<file path="config.mk">
export PLATFORM = sky130hd
export DESIGN_NAME = uart_rx_cfg
export DESIGN_NICKNAME = d
export VERILOG_FILES = /design/src/rtl/uart_rx_cfg.sv
export SDC_FILE = /design/constraint.sdc
export NUM_CORES = 1
export LEC_CHECK = 0
export CAP_MARGIN = 20
export CORE_AREA = 2 2 71 73
export CTS_CLUSTER_DIAMETER = 150
export CTS_CLUSTER_SIZE = 30
export DETAILED_ROUTE_END_ITERATION = 6
export DIE_AREA = 0 0 73 75
export PLACE_DENSITY = 0.68
export SLEW_MARGIN = 20
export SYNTH_ARGS = -nofsm -noshare
export SYNTH_HDL_FRONTEND = slang
export SYNTH_SLANG_ARGS = --single-unit
</file>
<file path="constraint.sdc">
create_clock -name clk -period 5.59 [get_ports clk]
set_clock_uncertainty 0.1 [all_clocks]
set_input_delay 0.8385 -clock clk [delete_from_list [all_inputs] [get_ports clk]]
set_output_delay 0.8385 -clock clk [all_outputs]
set_load 0.02 [all_outputs]
</file>
<file path="src/rtl/uart_rx_cfg.sv">
// uart_rx_cfg: parametrised UART receiver. Runs the pad through a two-flop
// synchroniser and takes a 3-sample majority vote at mid-bit. Payload width,
// parity and stop-bit count are set by parameters. Each frame reports its
// parity, framing and break status alongside the received payload.
module uart_rx_cfg #(
    parameter int unsigned BIT_RATE     = 9600,
    parameter int unsigned CLK_HZ       = 100000000,
    parameter int unsigned PAYLOAD_BITS = 8,
    parameter int unsigned PARITY_EN    = 0,
    parameter int unsigned PARITY_ODD   = 0,
    parameter int unsigned STOP_BITS    = 1
) (
    input  logic                    clk,
    input  logic                    resetn,
    input  logic                    uart_rxd,
    input  logic                    recv_en,
    output logic [PAYLOAD_BITS-1:0] recv_data,
    output logic                    recv_valid,
    output logic                    parity_err,
    output logic                    frame_err,
    output logic                    break_det,
    output logic                    busy
);

    localparam int unsigned CPB = CLK_HZ / BIT_RATE;
    localparam int unsigned MID = CPB / 2;
    localparam int unsigned CW  = $clog2(CPB + 1);

    localparam logic [CW-1:0] CYC_LAST  = CW'(CPB - 1);
    localparam logic [CW-1:0] CYC_DEC   = CW'(MID + 1);
    localparam logic [3:0]    DATA_LAST = 4'(PAYLOAD_BITS - 1);
    localparam logic [3:0]    STOP_LAST = 4'(STOP_BITS - 1);
    localparam logic          PAR_ON    = (PARITY_EN != 0);
    localparam logic          ODD_BIT   = (PARITY_ODD != 0);

    generate
        if (CPB < 4 || PAYLOAD_BITS < 5 || PAYLOAD_BITS > 9 || PARITY_EN > 1 ||
            PARITY_ODD > 1 || STOP_BITS < 1 || STOP_BITS > 2) begin : g_bad_cfg
            $error("uart_rx_cfg: illegal parameter combination");
        end
    endgenerate

    typedef enum logic [2:0] {
        S_IDLE, S_START, S_DATA, S_PARITY, S_STOP, S_BRKWAIT
    } state_t;

    state_t                  state, state_nx;
    logic                    rx_meta, rxs, rx_d1, rx_d2;
    logic [CW-1:0]           cyc;
    logic [3:0]              bit_cnt;
    logic [PAYLOAD_BITS-1:0] shreg;
    logic                    par_acc, zero_acc, stop_err;
    logic                    vote, decide, bit_end, done, brk_now;

    // Two-flop synchroniser plus two history taps for the mid-bit vote.
    always_ff @(posedge clk or negedge resetn) begin
        if (!resetn) begin
            rx_meta <= 1'b1;
            rxs     <= 1'b1;
            rx_d1   <= 1'b1;
            rx_d2   <= 1'b1;
        end else begin
            rx_meta <= uart_rxd;
            rxs     <= rx_meta;
            rx_d1   <= rxs;
            rx_d2   <= rx_d1;
        end
    end

    // At cyc=MID+1 the taps hold the samples from MID-1, MID and MID+1.
    assign vote    = (rx_d2 & rx_d1) | (rx_d2 & rxs) | (rx_d1 & rxs);
    assign decide  = (cyc == CYC_DEC);
    assign bit_end = (cyc == CYC_LAST);
    // Break needs the first stop vote low too. It is still pending only when
    // bit_cnt is 0.
    assign brk_now = zero_acc & ((bit_cnt != 4'd0) | ~vote);
    assign busy    = (state != S_IDLE);

    // State register.
    always_ff @(posedge clk or negedge resetn) begin
        if (!resetn) state <= S_IDLE;
        else         state <= state_nx;
    end

    // Next-state logic and frame-completion strobe.
    always_comb begin
        state_nx = state;
        done     = 1'b0;
        case (state)
            S_IDLE:    if (!rxs && recv_en) state_nx = S_START;
            S_START: begin
                if (decide && vote) state_nx = S_IDLE;
                else if (bit_end)   state_nx = S_DATA;
            end
            S_DATA:    if (bit_end && bit_cnt == DATA_LAST)
                           state_nx = PAR_ON ? S_PARITY : S_STOP;
            S_PARITY:  if (bit_end) state_nx = S_STOP;
            S_STOP: begin
                // Leave at the final stop decision, half a bit early, to resync.
                if (decide && bit_cnt == STOP_LAST) begin
                    done     = 1'b1;
                    state_nx = (!vote && brk_now) ? S_BRKWAIT : S_IDLE;
                end
            end
            S_BRKWAIT: if (rxs) state_nx = S_IDLE;
            default:   state_nx = S_IDLE;
        endcase
    end

    // Bit timing, bit counting and per-frame accumulators.
    always_ff @(posedge clk or negedge resetn) begin
        if (!resetn) begin
            cyc      <= '0;
            bit_cnt  <= '0;
            shreg    <= '0;
            par_acc  <= 1'b0;
            zero_acc <= 1'b1;
            stop_err <= 1'b0;
        end else begin
            if (state == S_IDLE || state == S_BRKWAIT || state_nx == S_IDLE ||
                state_nx == S_BRKWAIT || bit_end)
                cyc <= '0;
            else
                cyc <= cyc + CW'(1);

            if (state_nx != state) bit_cnt <= '0;
            else if (bit_end)      bit_cnt <= bit_cnt + 4'd1;

            if (state == S_IDLE) begin
                shreg    <= '0;
                par_acc  <= 1'b0;
                zero_acc <= 1'b1;
                stop_err <= 1'b0;
            end else if (decide) begin
                case (state)
                    S_DATA: begin
                        shreg    <= {vote, shreg[PAYLOAD_BITS-1:1]};
                        par_acc  <= par_acc ^ vote;
                        zero_acc <= zero_acc & ~vote;
                    end
                    S_PARITY: begin
                        par_acc  <= par_acc ^ vote;
                        zero_acc <= zero_acc & ~vote;
                    end
                    S_STOP: begin
                        stop_err <= stop_err | ~vote;
                        if (bit_cnt == 4'd0) zero_acc <= zero_acc & ~vote;
                    end
                    default: ;
                endcase
            end
        end
    end

    // Completion outputs. Flags are live only in the recv_valid cycle.
    always_ff @(posedge clk or negedge resetn) begin
        if (!resetn) begin
            recv_data  <= '0;
            recv_valid <= 1'b0;
            parity_err <= 1'b0;
            frame_err  <= 1'b0;
            break_det  <= 1'b0;
        end else begin
            recv_valid <= done;
            parity_err <= done & PAR_ON & (par_acc ^ ODD_BIT);
            frame_err  <= done & (stop_err | ~vote);
            break_det  <= done & brk_now;
            if (done) recv_data <= shreg;
        end
    end

endmodule

</file>
# --- Word-level counts from Yosys, hierarchy flattened ---
# Cells that the tools add are included.
classes:
  n_addsub: 2
  eq_ne: 11
  muxes: 24
  bitwise: 12
  n_reduce_logical: 25
ops:
  columns: ["op", "count"]
  rows:
  - ["$mux 3", 8]
  - ["$mux 8", 3]
  - ["$pmux 3 s6", 1]
  - ["$add 14x1->14 const B", 1]
  - ["$eq 14x13->1 const B", 1]
  - ["$eq 14x14->1 const B", 1]
  - ["$mux 14", 1]
  - ["$eq 3x3->1 const B", 3]
  - ["$mux 1", 8]
  - ["$mux 4", 2]
  - ["$reduce_bool 2->1", 4]
  - ["$and 1x1->1", 7]
  - ["$eq 3x2->1 const B", 2]
  - ["$logic_not 3->1", 2]
  - ["$reduce_bool 3->1", 2]
  - ["$logic_and 1x1->1", 5]
  - ["$add 4x1->4 const B", 1]
  - ["$eq 4x3->1 const B", 1]
  - ["$logic_not 4->1", 1]
  - ["$logic_or 1x1->1", 4]
  - ["$or 1x1->1", 4]
  - ["$reduce_and 2->1", 2]
  - ["$reduce_bool 4->1", 1]
  - ["$eq 3x1->1 const B", 1]
  - ["7 further kinds", 8]
word_totals:
  reg_bits: 46
  input_bits: 4
  output_inout_bits: 13
  wordCells: 88

# --- Longest topological paths before layout ---
logic_depth:
  ltp_word: 15
  mapped_depth: 9
  mapped_depth_nobuf: 7

# --- Worst setup path after synthesis ---
# Ideal clock, no wire load.
synth_path:
  kind: "reg-to-reg"
  startpoint: "reg cyc[1]"
  endpoint: "reg cyc[10]"
  arrival_ns: 2.529
  slack_ns: 2.879
  stages_incl_launch_ff: 9
  n_path_buf: 1
  period_less_slack_ns: 2.711
  cell_sequence: "dfrtp_1 -> inv_1 -> ha_1 -> or4b_1 -> or4_4 -> o311a_1 -> or4_4 -> buf_6 -> a31oi_1"
synth_via:
  elab_chain_len: 9
  elab_cells_between_ends: 18
synth_rtl:
  columns: ["element", "line_no", "source"]
  rows:
  - ["from (decl)", "49", "logic [CW-1:0] cyc;"]
  - ["from (signal assigned)", "124", "cyc <= cyc + CW'(1);"]
  - ["$eq 14x14->1 or $eq 14x13->1 (tied branches)", "73, 72", null]
  - ["$mux 3, or another cell as far along", "93", "else if (bit_end) state_nx = S_DATA;"]
  - ["$mux 3 (on tied branches)", "92, 100, 95", null]
  - ["$pmux 3 s6", "89", "case (state)"]
  - ["$logic_not 3->1", "120", "if (state == S_IDLE || state == S_BRKWAIT || state_nx == S_IDLE ||"]
  - ["$logic_or 1x1->1 (2 in a row)", "120", null]
  - ["$logic_or 1x1->1", "121", "state_nx == S_BRKWAIT || bit_end)"]
  - ["$mux 14 (*)", "120", null]
# Every way passes the cells marked *; elsewhere a longest branch is shown, timed or not.
# A chain may end at the register's enable or synchronous reset.

# --- Worst setup path after layout ---
layout_path:
  startpoint: "reg cyc[1]"
  endpoint: "reg cyc[2]"
# Same word-level chain as after synthesis.

==> flow_summary.toml <==
[outcome]
status = "finished clean"

[power_and_ir_drop]
comb_power_share_pct = 1.8
powerDensity_nw_per_um2 = 239.0
leakagePower_uw = 0.001023
pwr-share-clk_pct = 42.7
total_power_uw = 606.9
power.internal_uw = 474.1
p_sw_share_pct = 21.88
p_sw_uw = 132.8
power_frac_seq_pct = 55.5
peakVddDrop_mv = 0.1046

[global_routing]
grt_max_degree = 47
antenna_found_initial = 0
grt_pass1_vias = 1574
grtUsageTotal_pct = 17.92
grt_first_pass_wirelength_um = 7493
overflow = 0

[clock_network]
post_cts_buffers = 0
cts.root.buffer_cell = "clkbuf_8"
clk_latency_ns = 0.31
h-tree-depth = 2
clk_path_buf_depth = 2
cts_inserted_buffers = 5
clkSinkCount = 46
path_clk_slew_ns = 0.09
cts.repair.resized = 0
cts_tree = "done"
ctsHoldBuffers = 0

[routing]
vias_per_cell = 5.781
ant_nets = 0
first_pass_iters = 4
routed_wl_um = 4196
wl_per_cell_um = 15.04
first_iter_violations = 73
post-route-drc-count = 0
dr_total_vias = 1613

[logic_synthesis]
yosys_most_used_dff = "dfrtp_1"
synth.cell_area_um2 = 2260
avgSynthCellArea_um2 = 10.61
synth_area_leader_cell = "dfrtp_1"
postSynthCellCount = 213
synth_edf_count = 0
synth_area_leaders = "dfrtp_1 45%, dfstp_2 5.8%, mux2_2 4.0%, a31oi_1 3.9%, nand2_1 3.5%"
netlist.area_leader.share_pct = 45.40
ys_warn_count = 0
ys_async_sr_fraction_pct = 100.0
synth.distinct_cells = 47
synth-seq-area-share_pct = 51.22
synth_fp_nets = 221
synth-seq-cells = 46

[cells_and_area]
layout-drive-gt1-share_pct = 13.78
n_antenna_cell = 0
instances_no_fill = 279
finalNetCount = 232
syn_to_final_growth_pct = 12.40

[critical_path]
end_kind = "flop"
critPathKind = "flop to flop"
crit_family = "compound AO/OA/AOI/OAI gates"
cp.arrival_ns = 3.27
crit_path_max_fanout = 15
critPathLaunchType = "flop"
crit_chain = "inv_1 -> ha_1 -> or4b_1 -> or4_4 -> o311ai_2 -> a21boi_0 -> o311a_1"
crit_slowest_cell = "o311ai_2"
crit_buf_inv = 1
crit_required_ns = 5.69
slowest_delay_ns = 0.86

[floorplanning]
rows = 25
core_area_um2 = 4661
die_area_um2 = 5475
die_y_um = 75
boundaryPins = 17
fp.dieW_um = 73
start_util_pct = 48.48

[placed_design]
portBuffers = 15
place_inst = 271
pre_cts_slack_ns = 2.409
gp_congestion = 0.8981
dp_hpwl_um = 2783

[sta]
finalMaxSlewViolations = 0
max_freq_mhz = 315.3
fin_crit_ns = 3.172
worst_slew_pin_slew_ns = 0.9605
fin_crit_sh_pct = 56.74
finalWorstSetupSlack_ns = 2.418
rsz0062_at_grt = "no"
final.setup.tns_ns = 0
finalHoldViolCount = 0
slew-limit-headroom_pct = 35.87
finalSetupViolCount = 0

[job]
maxCapViolCount = 0

[min_path]
hold_class = "flop to flop"
-- area by class of cell --
class / instances / area, um^2
fill: 422 / 2121
sequential: 46 / 1157
multi-input combinational: 151 / 1031
timing repair buffer: 15 / 147.6
clock buffer: 5 / 68.82
tap: 54 / 67.56
clock inverter: 3 / 48.80
inverter: 5 / 18.77
-- state kept, by name, summed over array words and instances, names as in the netlist, 3 cells and up --
name	count
state	3
shreg	8
cyc	14
recv_data	8
bit_cnt	4
-- stage by stage --
stage          hold slack, ns  area (um^2)  util, %
2_1_floorplan          0.2452         2260        -
3_3_place_gp           0.2500         2420    51.92
3_5_place_dp           0.2468         2420    51.92
4_1_cts                0.2607         2537    54.44
5_1_grt                0.2713         2540    54.50
6_report               0.2597         2540    54.50
-- power groups by stage --
stage	Sequential [uW]	Combinational, uW	Clock (uW)
global route	337	13.2	277
CTS	337	11.5	268
detailed placement	343	11.4	0
floorplan	343	3.12	0
finish	337	11.0	259
global placement	343	11.4	0
-- cell usage after synthesis, types with 3 or more instances --
cell	number
inv_1	5
a31oi_1	14
o31ai_1	3
xor2_1	7
o21ai_0	11
dfstp_2	5
a21oi_1	4
a21o_1	3
nand2b_1	5
nand3_1	7
ha_1	4
mux2_2	8
nand2_1	21
nand4_1	4
a211oi_1	5
xnor2_1	8
clkbuf_1	9
dfrtp_1	41
nor2b_1	3
nor2_1	10
-- logic make-up (layout without fill, tap and decap cells) --
| logic type | after synthesis | count (layout) | share of synthesized area (%) |
|---|---|---|---|
| fa+ha+maj | 5 | 5 | 2.658 |
| mux | 9 | 9 | 4.430 |
| buf+inv | 16 | 28 | 3.156 |
| xor+xnor | 15 | 15 | 5.814 |
| other cells | 1 | 1 | 0.1660 |
| flops | 46 | 46 | 51.22 |
| compound gates | 50 | 50 | 15.01 |
| simple gates | 71 | 71 | 17.55 |
-- final timing paths --
kind	start	endpoint	slack, ns	cells past startpoint
max	cyc[1]$_DFF_PN0_	cyc[2]$_DFF_PN0_	2.42	7
min	rx_meta$_DFF_PN1_	rxs$_DFF_PN1_	0.26	0
max reg2reg	cyc[1]$_DFF_PN0_	cyc[2]$_DFF_PN0_	2.42	7
min reg2reg	rx_meta$_DFF_PN1_	rxs$_DFF_PN1_	0.26	0
max in group asynchronous	resetn	cyc[11]$_DFF_PN0_	4.58	1
min in group asynchronous	resetn	state[2]$_DFF_PN0_	0.42	1
-- worst reg2reg max path, delay by kind of cell, from the launching register on --
kind / cells / cell delay (ns)
AOI/OAI and AO/OA: 3 / 1.43
adders and majority gates: 1 / 0.12
buffers and inverters: 1 / 0.06
DFF: 1 / 0.40
and+or+nand+nor: 2 / 0.95
-- per-layer routing --
layer | vias to the layer above | wire (um) | track usage, %
met4 | 0 | 46 | 5.350
met1 | 794 | 2032 | 24.70
met2 | 28 | 1967 | 28.23
li1 | 786 | - | -
met3 | 5 | 150 | 4.418
met5 | - | 0 | 0
-- cells in the final DEF, fill, tap and decap left out, types with 2 or more instances in the layout --
cell and n:
dfrtp_1 41, nand2_1 21, a31oi_1 14, clkdlybuf4s50_1 14, o21ai_0 11, nor2_1 10, xnor2_1 8, mux2_2 8
nand3_1 7, xor2_1 7, inv_1 5, nand2b_1 5, a211oi_1 5, clkbuf_8 5, dfstp_2 5, a21oi_1 4
nand4_1 4, ha_1 4, nor2b_1 3, o31ai_1 3, a21o_1 3, or3_1 2, or4_4 2, and3_1 2
nor4bb_1 2, or3b_2 2, or2_2 2, o311a_1 2, nor4_1 2, o21a_1 2
Note: power is estimated with default switching activity, not from simulation.
